**config.mk**
```make
export PLATFORM = sky130hd
export DESIGN_NAME = edm_pulse_scheduler
export DESIGN_NICKNAME = d
export VERILOG_FILES = /design/src/rtl/edm_pulse_scheduler.sv
export SDC_FILE = /design/constraint.sdc
export NUM_CORES = 1
export LEC_CHECK = 0
export BUFFER_PORTS_ARGS = -buffer_cell sky130_fd_sc_hd__buf_2
export CORE_MARGIN = 8
export CORE_UTILIZATION = 43
export CTS_CLUSTER_DIAMETER = 120
export DETAILED_ROUTE_END_ITERATION = 12
export HOLD_SLACK_MARGIN = 0.06
export PLACE_DENSITY = 0.75
export REMOVE_ABC_BUFFERS = 1
export SLEW_MARGIN = 25
export SYNTH_ARGS = -nofsm -noshare
export SYNTH_HDL_FRONTEND = slang
export SYNTH_SLANG_ARGS = --single-unit
```
**constraint.sdc**
```tcl
create_clock -name clk -period 7.2 [get_ports clk]
set_input_delay 1.44 -clock clk [delete_from_list [all_inputs] [get_ports clk]]
set_output_delay 1.44 -clock clk [all_outputs]
set_load 0.005 [all_outputs]
```
**src/rtl/edm_pulse_scheduler.sv**
```systemverilog
// edm_pulse_scheduler
// Runs the EDM discharge pulse train as repeating ON/OFF periods timed in units of
// CLK_PER_UNIT clocks. New Ton/Toff/Ip values are staged when they arrive and take effect
// only at the next period start. Completed periods are counted for the feedback path.
//
// Ports
//   clk, rst                    : system clock, synchronous active-high reset
//   machine_start_ack/stop_ack  : start/stop requests (rising edge is the event)
//   Ton_data/change_Ton_ack     : ON time in units, staged on the ack rising edge
//   Toff_data/change_Toff_ack   : OFF time in units, staged on the ack rising edge
//   Ip_data/change_Ip_ack       : peak current setpoint, staged on the ack rising edge
//   pulse_on                    : gate enable, high during ON
//   ip_setpoint                 : Ip in use for the current period
//   running                     : high while a pulse train is active
//   feedback_data               : completed-period count
//   change_feedback_ack         : one-cycle strobe when feedback_data updates
module edm_pulse_scheduler #(
  parameter int unsigned CLK_PER_UNIT = 216
) (
  input  logic        clk,
  input  logic        rst,
  input  logic        machine_start_ack,
  input  logic        machine_stop_ack,
  input  logic [15:0] Ton_data,
  input  logic        change_Ton_ack,
  input  logic [15:0] Toff_data,
  input  logic        change_Toff_ack,
  input  logic [15:0] Ip_data,
  input  logic        change_Ip_ack,
  output logic        pulse_on,
  output logic [15:0] ip_setpoint,
  output logic        running,
  output logic [31:0] feedback_data,
  output logic        change_feedback_ack
);

  localparam int unsigned PreW = (CLK_PER_UNIT > 1) ? $clog2(CLK_PER_UNIT) : 1;
  localparam logic [PreW-1:0] PreMax = PreW'(CLK_PER_UNIT - 1);

  typedef enum logic [1:0] {StIdle, StOn, StOff} state_e;

  state_e          r_state, w_state_d;
  logic [4:0]      r_ack_prev;
  logic [4:0]      w_ack, w_ev;
  logic [15:0]     r_ton_stg, r_toff_stg, r_ip_stg;
  logic [15:0]     w_ton_stg_d, w_toff_stg_d, w_ip_stg_d;
  logic [15:0]     r_ton_act, r_toff_act, r_ip_act;
  logic [PreW-1:0] r_pre, w_pre_d;
  logic [15:0]     r_unit, w_unit_d, w_limit;
  logic [31:0]     r_feedback, w_feedback_d;
  logic            r_fb_ack, w_fb_ack_d;
  logic            r_pulse_on, r_running;
  logic            w_load, w_last;

  // Bit order: start, stop, Ton, Toff, Ip
  assign w_ack = {machine_start_ack, machine_stop_ack, change_Ton_ack, change_Toff_ack,
                  change_Ip_ack};
  assign w_ev  = w_ack & ~r_ack_prev;

  always_comb begin
    // Staging bypass: a change arriving on a period-start edge is used for that period
    w_ton_stg_d  = w_ev[2] ? Ton_data  : r_ton_stg;
    w_toff_stg_d = w_ev[1] ? Toff_data : r_toff_stg;
    w_ip_stg_d   = w_ev[0] ? Ip_data   : r_ip_stg;

    w_state_d    = r_state;
    w_load       = 1'b0;
    w_feedback_d = r_feedback;
    w_fb_ack_d   = 1'b0;
    w_limit      = (r_state == StOn) ? r_ton_act : r_toff_act;
    w_last       = (r_pre == PreMax) && (r_unit == w_limit - 16'd1);

    if (r_pre == PreMax) begin
      w_pre_d  = '0;
      w_unit_d = r_unit + 16'd1;
    end else begin
      w_pre_d  = r_pre + PreW'(1);
      w_unit_d = r_unit;
    end

    unique case (r_state)
      StIdle: begin
        if (w_ev[4]) begin
          w_load       = 1'b1;
          w_feedback_d = '0;
          w_state_d    = (w_ton_stg_d != 16'd0) ? StOn : StOff;
        end
      end
      StOn: begin
        if (w_last) w_state_d = StOff;
      end
      StOff: begin
        if (w_last) begin
          w_load       = 1'b1;
          w_feedback_d = r_feedback + 32'd1;
          w_fb_ack_d   = 1'b1;
          w_state_d    = (w_ton_stg_d != 16'd0) ? StOn : StOff;
        end
      end
      default: w_state_d = StIdle;
    endcase

    // Stop beats everything, including a simultaneous start or a period completion
    if (w_ev[3]) begin
      w_state_d    = StIdle;
      w_load       = 1'b0;
      w_feedback_d = r_feedback;
      w_fb_ack_d   = 1'b0;
    end

    // Timers restart on every state entry (including OFF->OFF when Ton is 0) and sit at 0
    // in IDLE
    if (w_load || (w_state_d != r_state) || (w_state_d == StIdle)) begin
      w_pre_d  = '0;
      w_unit_d = '0;
    end
  end

  always_ff @(posedge clk) begin
    if (rst) begin
      r_state    <= StIdle;
      r_ack_prev <= '0;
      r_ton_stg  <= 16'd80;
      r_toff_stg <= 16'd20;
      r_ip_stg   <= 16'd30;
      r_ton_act  <= 16'd80;
      r_toff_act <= 16'd20;
      r_ip_act   <= 16'd30;
      r_pre      <= '0;
      r_unit     <= '0;
      r_feedback <= '0;
      r_fb_ack   <= 1'b0;
      r_pulse_on <= 1'b0;
      r_running  <= 1'b0;
    end else begin
      r_state    <= w_state_d;
      r_ack_prev <= w_ack;
      r_ton_stg  <= w_ton_stg_d;
      r_toff_stg <= w_toff_stg_d;
      r_ip_stg   <= w_ip_stg_d;
      if (w_load) begin
        r_ton_act  <= w_ton_stg_d;
        r_toff_act <= (w_toff_stg_d == 16'd0) ? 16'd1 : w_toff_stg_d;
        r_ip_act   <= w_ip_stg_d;
      end
      r_pre      <= w_pre_d;
      r_unit     <= w_unit_d;
      r_feedback <= w_feedback_d;
      r_fb_ack   <= w_fb_ack_d;
      r_pulse_on <= (w_state_d == StOn);
      r_running  <= (w_state_d != StIdle);
    end
  end

  assign pulse_on            = r_pulse_on;
  assign running             = r_running;
  assign ip_setpoint         = r_ip_act;
  assign feedback_data       = r_feedback;
  assign change_feedback_ack = r_fb_ack;

endmodule

```
## Word level (Yosys, flattened, before mapping)

Index checks and enable logic that the tools add are counted.

- Divide/modulo/power cells: 0
- Bitwise gates (word level): 4
- Add/sub/neg operators: 4
- Multiply operators: 0
- Shift operators: 0
- $lt $le $gt $ge: 0
- Multiplexer cells: 18
- Eq/ne operators: 8
- Reductions and logical operators: 13

Operator list:

| operator | number |
|---|---|
| $mux 16 | 5 |
| $mux 32 | 2 |
| $pmux 32 s2 | 1 |
| $add 32x1->32 const B | 1 |
| $add 16x1->16 const B | 1 |
| $eq 16x16->1 | 1 |
| $logic_not 16->1 | 1 |
| $reduce_bool 16->1 | 1 |
| $sub 16x1->16 const B | 1 |
| $mux 2 | 5 |
| $add 8x1->8 const B | 1 |
| $eq 8x8->1 const B | 1 |
| $pmux 2 s3 | 1 |
| $reduce_or 3->1 | 2 |
| $and 5x5->5 | 1 |
| $not 5->5 | 1 |
| $eq 2x1->1 const B | 2 |
| $logic_not 2->1 | 2 |
| $ne 2x2->1 const B | 2 |
| $reduce_and 4->1 | 1 |
| $reduce_bool 2->1 | 2 |
| $mux 1 | 3 |
| $eq 2x2->1 const B | 1 |
| $logic_or 1x1->1 | 2 |
| 5 further kinds | 6 |

- Bits in registers: 162
- Latch bits: 0
- Input port bits: 55
- Logic and storage cells: 61
- Bits in writable memories: 0
- Memories: 0
- Output and inout bits: 51
- Memory bits (read-only): 0

## Longest topological paths before layout

Gate-level depths: netlist of the first run.

- Depth in word-level cells: 12
- Depth in mapped cells: 17
- Depth with buffers taken out: 12

## Least setup slack after synthesis of the first run

OpenSTA, ideal clock, no wires.

- Path type: reg2reg
- Start: register r_state[1]
- End: register r_feedback[27], in the netlist feedback_data[27]
- Slack: 3.278 ns
- Required time: 7.130 ns
- Clock period less this slack: 3.922 ns
- Path buffers: 4
- Arrival time: 3.852 ns
- Library setup time: 0.070 ns
- Stages on the path, launching flop included: 17
- Cells stage by stage: dfxtp_1 > nand2b_1 > buf_2 > buf_4 > mux2i_1 > ha_1 > nor4b_1 > mux2i_1 > a311oi_1 > xor2_1 > nor4_1 > nand4_1 > o21a_1 > buf_6 > buf_6 > or4_1 > a21oi_1

- Word-level cells in the longest chain between the ends: 7
- Elaborated cells on any way between the ends: 12
- Classes of those cells: add/sub (1); eq/ne (5); mux (2); reduce/logical (4)

Ends and longest elaborated chain:

| element | RTL line | text |
|---|---|---|
| start, declared | 42 | `state_e r_state, w_state_d;` |
| start signal, assigned | 121 | `r_state <= StIdle;` |
| start signal, assigned | 136 | `r_state <= w_state_d;` |
| $eq 2x1->1 | 70 | `w_limit = (r_state == StOn) ? r_ton_act : r_toff_act;` |
| $mux 16 | 70 |  |
| $sub 16x1->16 | 71 | `w_last = (r_pre == PreMax) && (r_unit == w_limit - 16'd1);` |
| $eq 16x16->1 | 71 |  |
| $logic_and 1x1->1 | 71 |  |
| $ne 2x2->1 (no source line) | n/a |  |
| $reduce_and 4->1 (no source line) | n/a |  |
| end signal, assigned | 148 | `r_feedback <= w_feedback_d;` |
| end, declared | 50 | `logic [31:0] r_feedback, w_feedback_d;` |

Several ways; a longest one is shown, not always the timed one.
A chain may end at the register's enable or synchronous reset.

## Final worst setup path of the first run

- Start: register r_state[1]
- End: register r_toff_act[9]

- Word-level cells in the longest chain between the ends: 8
- Elaborated cells on any way between the ends: 10
- Classes of those cells: add/sub (1); eq/ne (3); mux (4); reduce/logical (2)

Ends and longest elaborated chain:

| element | RTL line | text |
|---|---|---|
| $eq 2x1->1 | 70 |  |
| $mux 16 | 70 |  |
| $sub 16x1->16 | 71 |  |
| $eq 16x16->1 | 71 |  |
| $logic_and 1x1->1 | 71 |  |
| $mux 1 | 93 | `if (w_last) begin` |
| $pmux 1 s2 (*) | 81 | `unique case (r_state)` |
| $mux 1 (*) | 104 | `if (w_ev[3]) begin` |
| end signal, assigned | 143 | `r_toff_act <= (w_toff_stg_d == 16'd0) ? 16'd1 : w_toff_stg_d;` |
| end, declared | 47 | `logic [15:0] r_ton_act, r_toff_act, r_ip_act;` |

Every way passes the cells marked *; elsewhere a longest branch is shown, timed or not.

==> qor.yml, run 1 <==
route:
  post_drt_wl_per_cell_um: 15.41
  drc: 0
  vias: 6166
  viasPerCell: 5.442
  drtAntennaViolNets: 0
  drt-total-wl_mm: 17.46
  dr.pass1.iters: 4
  drtIter0Drc: 363
cts:
  cts_hold_buffers: 0
  cts.sinks: 162
  cts_tree: "yes"
  numCtsBuffers: 17
  cts-root-buf: "clkbuf_16"
  cts_setup_buffers: 0
  clock_path_buffers: 2
  clkTransAtPathRegs_ps: 70
  clk_latency_ps: 430
  cts.repair.resized: 0
  htreeDepth: 4
global_routing:
  grt.overflow.total: 0
  use_met3: 0.04134
  top_usage_layer: "met2"
  grt_pass1_vias: 5898
  use_met2: 0.2790
  grt_first_pass_wirelength_mm: 29.24
  gr-usage-all-layers: 0.1735
  antenna_found_initial: 0
  met1_usage: 0.2216
  grt_max_degree: 68
place:
  dp.final_hpwl_mm: 12.32
  dp_slack_ps: 2020
  dp.cells: 1101
  gp_congestion: 0.8646
  port_buffers: 105
  place_area_um2: 7767
critical_path:
  slowest_stage: "o21ai_4"
  cp_max_fo: 34
  crit_buf_inv: 1
  r2r_start: "r_state[1]"
  crit_path_start_kind: "flip-flop"
  r2r_slack_ps: 1910
  cp.required_ps: 7510
  reg2regPathDepth: 13
  crit_path_frequent_cell: "mux2i_1"
  cp_slowest_stage_delay_ps: 730
  end_kind: "flip-flop"
  path_cells: "nand2b_1 > mux2i_1 > ha_1 > nor4b_1 > mux2i_1 > a311oi_1 > xor2_1 > nor4_1 > nand4_1 > o21ai_4 > nor2_2 > buf_4 > o22a_1"
  critPathTopFamily: "simple AND/OR/NAND/NOR gates"
  crit_cells: 13
  worst_r2r_endpoint: "r_toff_act[9]"
  crit_arrival_ps: 5600
  cp-startpoint: "r_state[1]"
  worstSetupPathType: "flip-flop to flip-flop"
synth:
  synth_top_area_frac: 0.4541
  synth_edf_count: 0
  synthTopCellsByArea: "dfxtp_1 (45%), nand2_1 (7.0%), a21oi_1 (5.5%), o22a_1 (4.8%), mux2i_1 (3.1%)"
  synth-main-ff-cell: "dfxtp_1"
  ys_warn_count: 0
  synth_cells: 820
  syn_area_per_cell_um2: 8.710
  ys_types: 52
  ys_seq_area_frac: 0.4541
  ys_ff_latch: 162
  synthesis.area_um2: 7142
  yosysTopAreaCell: "dfxtp_1"
  postSynth.asyncResetShare: 0
cells_and_area:
  multi_input_area_um2: 3682
  drive_above_1_share: 0.1763
  final_cell_count_no_fill: 1133
  fill_cells: 1558
  stdcell_area_um2: 8344
  area_growth_pct: 16.84
  finalNetCount: 959
  final_cell_mix: "dfxtp_1 (162), nand2_1 (134), buf_2 (105), a21oi_1 (78), nor2_1 (44)"
  final_common_cell: "dfxtp_1"
  seqCellArea_um2: 3243
  n_antenna_cell: 0
timing:
  final.min_clock_period_ps: 5285
  layout_setup_ws_ps: 1915
  rsz0062_at_grt: "no"
  finalCritPeriodShare: 0.7341
  fin_skew_ps: 10.15
  worst_pin_slew_ps: 811.0
  maxSlewHeadroom: 0.4579
  whs_ps: 445.4
  finalHoldViolCount: 0
  maxSlewViolCount: 0
  setup_viol: 0
  fin_tns_setup_ps: 0
  timing.fmax_mhz: 189.2
die:
  die_x_um: 144.9
  core-area_um2: 16410
  chipHeight_um: 144.9
  boundaryPins: 106
  dieArea_um2: 20990
  fp-row-count: 47
  initial_core_util: 0.4353
pwr:
  ir_drop_v: 0.0002090
  pwr_density_cell_nw_per_um2: 249.2
  seqPwrFrac: 0.470
  leakage_nw: 3.362
  power_frac_comb: 0.111
  switching_share: 0.2773
  p_switching_w: 0.0005766
  pwr-share-clk: 0.418
  power.internal_w: 0.001503
min_path:
  worstHoldStart: "ip_setpoint[2]"
  hold_path_class: "flip-flop to flip-flop"
  hold_depth: 2
  min_to: "ip_setpoint[2]"
outcome:
  status: "finished, final reports clean"
flow_run:
  maxCapViolations: 0
## cell families after synthesis
kind of cell | count (synthesis) | share of synthesized area
simple gates | 351 | 0.2544
compound gates | 181 | 0.1614
flops | 162 | 0.4541
buf+inv | 53 | 0.03434
xor+xnor | 46 | 0.05641
mux | 23 | 0.03241
fa+ha+maj | 4 | 0.007008
## layer usage
metal / wire length (µm) / up-vias / part of all wire
li1: - / 3108 / -
met1: 8208 / 2906 / 0.47
met2: 8046 / 136 / 0.46
met3: 963 / 16 / 0.055
met4: 244 / 0 / 0.014
met5: 0 / - / 0
## area by class of cell
type	count	share of cell area
clock buffer	17	0.05098
clock inverter	15	0.01679
inverter	4	0.001799
multi-input combinational	605	0.4413
sequential	162	0.3887
tap	220	0.03299
timing repair buffer	110	0.06748
## power groups by stage
stage / Clock [W] / Combinational (W) / Sequential, W
floorplan: 0 / 0.000157 / 0.000987
detailed placement: 0 / 0.000230 / 0.000997
finish: 0.000870 / 0.000231 / 0.000978
global route: 0.000928 / 0.000258 / 0.000983
CTS: 0.000887 / 0.000232 / 0.000977
global placement: 0 / 0.000227 / 0.000996
## worst max-delay path by stage
stage | to | slack (ps)
after floorplan | ip_setpoint[0] | 560
after global placement | r_toff_act[15] | 2230
after detailed placement | r_toff_act[15] | 2020
after CTS | r_toff_act[9] | 1970
after global routing | r_toff_act[9] | 1460
final | r_toff_act[9] | 1910
## through the flow
stage | utilization | power (W)
floorplan | - | 0.001144
global placement | 0.4733 | 0.001223
detailed placement | 0.4734 | 0.001227
CTS | 0.5079 | 0.002095
global route | 0.5086 | 0.002169
finish | 0.5086 | 0.002079
## sequential cells by signal, summed over array words and instances (netlist names)
register	cells
r_ton_act	16
r_unit	16
pulse_on	1
r_pre	8
r_state	2
running	1
feedback_data	32
r_ton_stg	16
change_feedback_ack	1
r_ip_stg	16
ip_setpoint	16
r_ack_prev	5
r_toff_stg	16
r_toff_act	16
## Yosys cell counts, types with 7 or more instances
cell      instances
nor4_1           18
or4_1            13
nor2_1           45
nand4_1          20
dfxtp_1         162
or3_1            19
and3_1           13
mux2i_1          22
o21ai_0          27
xor2_1           22
nand2_1         134
nand3_1          25
nor2b_1           9
nand3b_1          7
nand2b_1         10
a21oi_1          78
clkbuf_1         38
xnor2_1          24
nor3_1            9
o31ai_1          17
o22a_1           39
## tightest hold or removal path, stage by stage, from the launching register on
cell,delay [ps]
dfxtp_1,310
nand2_1,50
nand2_1,40
Power figures use the tool's default switching activity.
==> run 2, diff against run 1 <==
Settings changed: PLACE_DENSITY 0.75 to 0.77.
Clock period 7.2 ns to 4.2 ns, I/O delays scaled along.
==> run 2 against run 1 <==
Against the previous run:
- core utilization up 0.69 points
- largest power group unchanged
- hold slack worse by 4.8 ps
- cell count grew 0.97%
- die area stayed put
- worst setup slack worse by 1600 ps
- critical path type unchanged
- clock power up 71%
- design area is 1.4% higher
- sequential share of layout area is 0.52 points lower
- sequential power up 71%
==> qor.yml, run 2 (synthesized netlist as in run 1, its figures left out) <==
outcome:
  status: "finished, final reports clean"  # unchanged
timing:
  setup_viol: 0  # unchanged
  whs_ps: 440.6  # was 445.4 ps
  maxSlewHeadroom: 0.5489  # was 0.4579
  layout_setup_ws_ps: 300.2  # was 1915 ps
  rsz0062_at_grt: "no"  # unchanged
  worst_pin_slew_ps: 673.6  # was 811.0 ps
  finalCritPeriodShare: 0.9285  # was 0.7341
  maxSlewViolCount: 0  # unchanged
  timing.fmax_mhz: 256.4  # was 189.2 MHz
  final.min_clock_period_ps: 3900  # was 5285 ps
  fin_skew_ps: 11.39  # was 10.15 ps
  finalHoldViolCount: 0  # unchanged
critical_path:
  crit_path_start_kind: "flip-flop"  # unchanged
  worstSetupPathType: "flip-flop to flip-flop"  # unchanged
  end_kind: "flip-flop"  # unchanged
  r2r_start: "r_state[1]"  # unchanged
  cp_max_fo: 46  # was 34
  crit_arrival_ps: 4250  # was 5600 ps
  cp-startpoint: "r_state[1]"  # unchanged
  cp.required_ps: 4550  # was 7510 ps
cells_and_area:
  fin_util: 0.5155  # was 0.5086
  fill_cells: 1515  # was 1558
  seqCellArea_um2: 3243  # unchanged
  largest_reg_flops: 32  # unchanged
  drive_above_1_share: 0.1851  # was 0.1763
  multi_input_area_um2: 3695  # was 3682 µm²
  finalNetCount: 970  # was 959
  final_cell_mix: "dfxtp_1 (162), nand2_1 (134), buf_2 (105), a21oi_1 (78), nor2_1 (44)"  # unchanged
  area_growth_pct: 18.43  # was 16.84%
  n_antenna_cell: 0  # unchanged
  final_common_cell: "dfxtp_1"  # unchanged
die:
  initial_core_util: 0.4353  # unchanged
  fp-row-count: 47  # unchanged
  chipHeight_um: 144.9  # unchanged
  die_x_um: 144.9  # unchanged
  core-area_um2: 16410  # unchanged
  boundaryPins: 106  # unchanged
  dieArea_um2: 20990  # unchanged
cts:
  cts_setup_buffers: 0  # unchanged
  htreeDepth: 4  # unchanged
  cts_tree: "yes"  # unchanged
  clk_latency_ps: 420  # was 430 ps
  numCtsBuffers: 17  # unchanged
  cts_hold_buffers: 0  # unchanged
  cts.sinks: 162  # unchanged
  clock_path_buffers: 2  # unchanged
  cts-root-buf: "clkbuf_16"  # unchanged
  clkTransAtPathRegs_ps: 70  # about the same
place:
  dp.final_hpwl_mm: 12.53  # was 12.32 mm
  gp_congestion: 0.8473  # was 0.8646
  port_buffers: 105  # unchanged
  dp_slack_ps: -98.93  # was 2020 ps
pwr:
  power_frac_comb: 0.117  # was 0.111
  p_switching_w: 0.0009955  # was 0.0005766 W
  leakage_nw: 3.419  # was 3.362 nW
  power.internal_w: 0.002589  # was 0.001503 W
  switching_share: 0.2777  # was 0.2773
  pwr_density_cell_nw_per_um2: 423.8  # was 249.2 nW/µm²
  ir_drop_v: 0.0003026  # was 0.0002090 V
  seqPwrFrac: 0.467  # was 0.470
  pwr-share-clk: 0.416  # was 0.418
global_routing:
  grt.overflow.total: 0  # unchanged
  grt_pass1_vias: 5905  # was 5898
  gr-usage-all-layers: 0.1730  # was 0.1735
  grt_max_degree: 64  # was 68
  grt_first_pass_wirelength_mm: 29.30  # was 29.24 mm
  antenna_found_initial: 0  # unchanged
min_path:
  hold_path_class: "flip-flop to flip-flop"  # unchanged
  worstHoldStart: "r_pre[0]"  # was ip_setpoint[2]
route:
  viasPerCell: 5.571  # was 5.442
  drt-total-wl_mm: 17.87  # was 17.46 mm
  dr.pass1.iters: 4  # unchanged
  drtIter0Drc: 413  # was 363
  vias: 6373  # was 6166
  drtAntennaViolNets: 0  # unchanged
  post_drt_wl_per_cell_um: 15.62  # was 15.41 µm
  drc: 0  # unchanged
flow_run:
  maxCapViolations: 0  # unchanged
[run 2: changes by cell type in the layout (fill, tap and decap cells not counted), sizes merged]
cell and delta:
inv -3, clkbuf +1, clkinvlp +1, clkinv +1, buf +11
[run 2: layer usage]
layer | vias up | routed length, µm | global-route usage
li1 | 3154 | - | -
met2 | 199 | 8256 | 0.2765
met4 | 0 | 186 | 0.04326
met1 | 3001 | 8243 | 0.2295
met5 | - | 0 | 0
met3 | 19 | 1186 | 0.04134
[run 2: final cells by class]
class                      count  area share
tap                          220     0.03254
multi-input combinational    605      0.4368
clock buffer                  18     0.05074
sequential                   162      0.3834
inverter                       4    0.001775
timing repair buffer         121     0.07781
clock inverter                14     0.01686
[run 2: power by group through the flow]
stage               Combinational, W  Clock [W]  Sequential [W]
floorplan                   0.000269          0         0.00169
CTS                         0.000417    0.00152         0.00167
global route                0.000464    0.00159         0.00168
detailed placement          0.000414          0         0.00171
finish                      0.000419    0.00149         0.00167
global placement            0.000405          0         0.00170
[run 2: stage by stage]
| stage | instances | power (W) | TNS, ps | instance area, µm² |
|---|---|---|---|---|
| after global routing | 1144 | 0.003738 | 0 | 8458 |
| after floorplan | 771 | 0.001960 | -123210 | 6912 |
| after CTS | 1144 | 0.003606 | 0 | 8441 |
| final | 1144 | 0.003584 | 0 | 8458 |
| after global placement | 1112 | 0.002110 | 0 | 7860 |
| after detailed placement | 1112 | 0.002120 | -1024 | 7863 |
[run 2: critical path, stage by stage (launching register included)]
cell      delay [ps]
dfxtp_1          320
nand2b_2         220
mux2i_1          290
ha_1             280
nor4b_1          250
buf_4            180
mux2i_1           60
a311oi_1         340
xor2_1           150
nor4_1           310
nand4_1          290
o21a_4           420
buf_4            220
or3_1            340
a21oi_1          150
[run 2: timing repair]
| action | in CTS | in global routing |
|---|---|---|
| endpoints found under the setup margin | 19 | 51 |
| resized for setup | 1 | 3 |
| pin swaps | 0 | 1 |
| hold endpoints to repair | 0 | 0 |
[run 2: final timing paths]
check / endpoint / slack [ps] / depth (start not counted)
max reg2reg: feedback_data[31] / 300 / 14
min reg2reg: r_pre[0] / 440 / 1
max: feedback_data[31] / 300 / 14
min: r_pre[0] / 440 / 1
==> run 3, diff against run 2 <==
Settings changed: TNS_END_PERCENT from default to 10.
Clock period 4.2 ns to 3.2 ns, I/O delays scaled along.
==> run 3 against run 2 <==
Against the previous run:
- the run now ends with setup timing left
- sequential cell count unchanged
- worst setup slack lost 440 ps
- register-to-register slack worse by 440 ps
- cell count rose by 4.8%
- global-route usage rose by 1.6 points
- critical endpoint is now feedback_data[24]
- fmax up 17%
- first-iteration DRC count is 9.7% lower
- highest routed layer unchanged
- non-clock buffer count grew 52
- critical path depth down 1
- die area unchanged
- total power up 34%
- wire length increased by 11%
==> qor.yml, run 3 (synthesized netlist as in run 1, its figures left out) <==
route:
  drtAntennaViolNets: 0  # unchanged
  met3_length_mm: 1.279  # was 1.186 mm
  post_drt_wl_per_cell_um: 16.59  # was 15.62 µm
  drt-met1-wl_mm: 8.798  # was 8.243 mm
  dr.pass1.iters: 7  # was 4
  top_layer: "met4"  # unchanged
  drc: 0  # unchanged
  drtIter0Drc: 373  # was 413
  wl_met2_mm: 9.157  # was 8.256 mm
  vias: 6767  # was 6373
  viasPerCell: 5.644  # was 5.571
  drt-total-wl_mm: 19.89  # was 17.87 mm
cts:
  htreeDepth: 4  # unchanged
  cts_tree: "yes"  # unchanged
  cts-root-buf: "clkbuf_16"  # unchanged
  clk_latency_ps: 430  # was 420 ps
  clock_path_buffers: 2  # unchanged
  cts.sinks: 162  # unchanged
  clkTransAtPathRegs_ps: 60  # was 70 ps
  numCtsBuffers: 17  # unchanged
timing:
  finalHoldViolCount: 0  # unchanged
  timing.fmax_mhz: 299.3  # was 256.4 MHz
  setup_viol: 75  # was 0
  fin_tns_setup_ps: -6217  # was 0 ps
  maxSlewHeadroom: 0.5515  # was 0.5489
  maxSlewViolCount: 0  # unchanged
  finalCritPeriodShare: 1.044  # was 0.9285
  worst_pin_slew_ps: 663.4  # was 673.6 ps
  layout_setup_ws_ps: -141.1  # was 300.2 ps
  final.min_clock_period_ps: 3341  # was 3900 ps
  rsz0062_at_grt: "yes"  # was no
  fin_skew_ps: 9.358  # was 11.39 ps
cells_and_area:
  final_common_cell: "dfxtp_1"  # unchanged
  drive_above_1_share: 0.2656  # was 0.1851
  final_cell_mix: "dfxtp_1 (161), nand2_1 (134), buf_2 (105), a21oi_1 (68), buf_4 (55)"  # was dfxtp_1 (162), nand2_1 (134), buf_2 (105), a21oi_1 (78), nor2_1 (44)
  finalNetCount: 1026  # was 970
  n_antenna_cell: 0  # unchanged
  largest_reg_flops: 32  # unchanged
  area_growth_pct: 28.63  # was 18.43%
die:
  chipHeight_um: 144.9  # unchanged
  die_x_um: 144.9  # unchanged
  initial_core_util: 0.4353  # unchanged
  core-area_um2: 16410  # unchanged
  fp-row-count: 47  # unchanged
  boundaryPins: 106  # unchanged
  dieArea_um2: 20990  # unchanged
pwr:
  ir_drop_v: 0.0004358  # was 0.0003026 V
  power_w: 0.004813  # was 0.003584 W
  leakage_nw: 3.719  # was 3.419 nW
  pwr_density_cell_nw_per_um2: 523.9  # was 423.8 nW/µm²
outcome:
  violations: "setup timing"
  status: "complete, but fails checks"  # was finished, final reports clean
critical_path:
  end_kind: "flip-flop"  # unchanged
  slowest_stage: "or4_4"  # was o21a_4
  path_cells: "buf_4 > buf_4 > or4b_1 > o31ai_1 > buf_4 > and4_1 > nand3_1 > xnor2_1 > nand4b_1 > buf_4 > o21a_4 > or4_4 > a21oi_2"  # was nand2b_2 > mux2i_1 > ha_1 > nor4b_1 > buf_4 > mux2i_1 > a311oi_1 > xor2_1 > nor4_1 > nand4_1 > o21a_4 > buf_4 > or3_1 > a21oi_1
  r2r_slack_ps: -140  # was 300 ps
  cp.required_ps: 3560  # was 4550 ps
  crit_path_start_kind: "flip-flop"  # unchanged
  cp_slowest_stage_delay_ps: 520  # was 420 ps
  worst_r2r_endpoint: "feedback_data[24]"  # was feedback_data[31]
  critPathTopFamily: "simple AND/OR/NAND/NOR gates"  # unchanged
  cp_max_fo: 10  # was 46
  crit_arrival_ps: 3700  # was 4250 ps
  reg2regPathDepth: 13  # was 14
  worstSetupPathType: "flip-flop to flip-flop"  # unchanged
  r2r_start: "r_state[1]"  # unchanged
  crit_path_frequent_cell: "buf_4"
  crit_buf_inv: 4  # was 2
min_path:
  min_to: "ip_setpoint[1]"  # was r_pre[0]
  hold_path_class: "flip-flop to flip-flop"  # unchanged
  worstHoldStart: "ip_setpoint[1]"  # was r_pre[0]
  hold_depth: 2  # was 1
place:
  port_buffers: 105  # unchanged
  gp_congestion: 0.8669  # was 0.8473
  dp.final_hpwl_mm: 13.23  # was 12.53 mm
global_routing:
  grt.overflow.total: 0  # unchanged
  antenna_found_initial: 0  # unchanged
  grt_max_degree: 60  # was 64
  gr-usage-all-layers: 0.1889  # was 0.1730
  grt_first_pass_wirelength_mm: 31.66  # was 29.30 mm
  grt_pass1_vias: 6571  # was 5905
flow_run:
  maxCapViolations: 0  # unchanged
-- run 3: changes by cell type in the layout (fill, tap and decap cells not counted), moves of 4 or more --
cell / previous run / this run
buf_4: 15 / 55
a21oi_1: 78 / 68
a21oi_2: 1 / 11
buf_6: 0 / 8
or3_1: 19 / 14
or3_4: 0 / 5
or4_1: 13 / 8
or4_4: 0 / 5
inv_8: 4 / 0
o21a_4: 1 / 5
-- run 3: worst min-delay path, cell delays in order (launching register included) --
cell     delay (ps)
dfxtp_1         310
nand2_1          50
nand2_1          40
-- run 3: worst max-delay path by stage --
stage	from	to	slack [ps]	cells past startpoint
floorplan	r_state[1]	ip_setpoint[0]	-3440	12
global placement	r_state[1]	feedback_data[3]	-330	14
detailed placement	r_state[1]	feedback_data[31]	-510	14
CTS	r_state[1]	feedback_data[26]	-40	15
global route	r_state[1]	feedback_data[24]	-260	14
finish	r_state[1]	feedback_data[24]	-140	13
-- run 3: cell type report --
type / count / area [µm²]
Inverter: 4 / 15.01
Clock inverter: 11 / 92.59
Tap cell: 220 / 275.3
Fill cell: 1433 / 7221
Timing Repair Buffer: 173 / 1124
Clock buffer: 20 / 456.7
Sequential cell: 162 / 3244
Multi-Input combinational cell: 609 / 3979
-- run 3: repair_timing --
item                                    CTS  global route
endpoints found under the setup margin   81           108
resized for setup                        18            49
setup buffers                             9             6
hold buffers                              0             0
cloned                                    4             1
pin swaps                                29            34
-- run 3: metal layers --
metal,GRT usage,up-vias
met2,0.3063,252
met1,0.2310,3203
met4,0.08981,0
met3,0.04626,56
met5,0,-
li1,-,3256
-- run 3: stage by stage --
step,setup WS [ps],instance area (µm²),utilization,hold slack [ps],std cells
after global placement,-326.3,8170,0.4980,431.1,1150
after CTS,-36.43,8924,0.5439,422.4,1194
after floorplan,-3439,6912,-,413.2,771
final,-141.1,9186,0.5599,438.5,1199
after detailed placement,-505.8,8170,0.4980,434.2,1150
after global routing,-259.5,9186,0.5599,446.2,1199
-- run 3: power breakdown --
part,internal (W),leakage (nW),switching [W]
Sequential,0.00212,1.33,0.0000771
Combinational,0.000334,2.13,0.000369
Clock,0.00105,0.261,0.000865
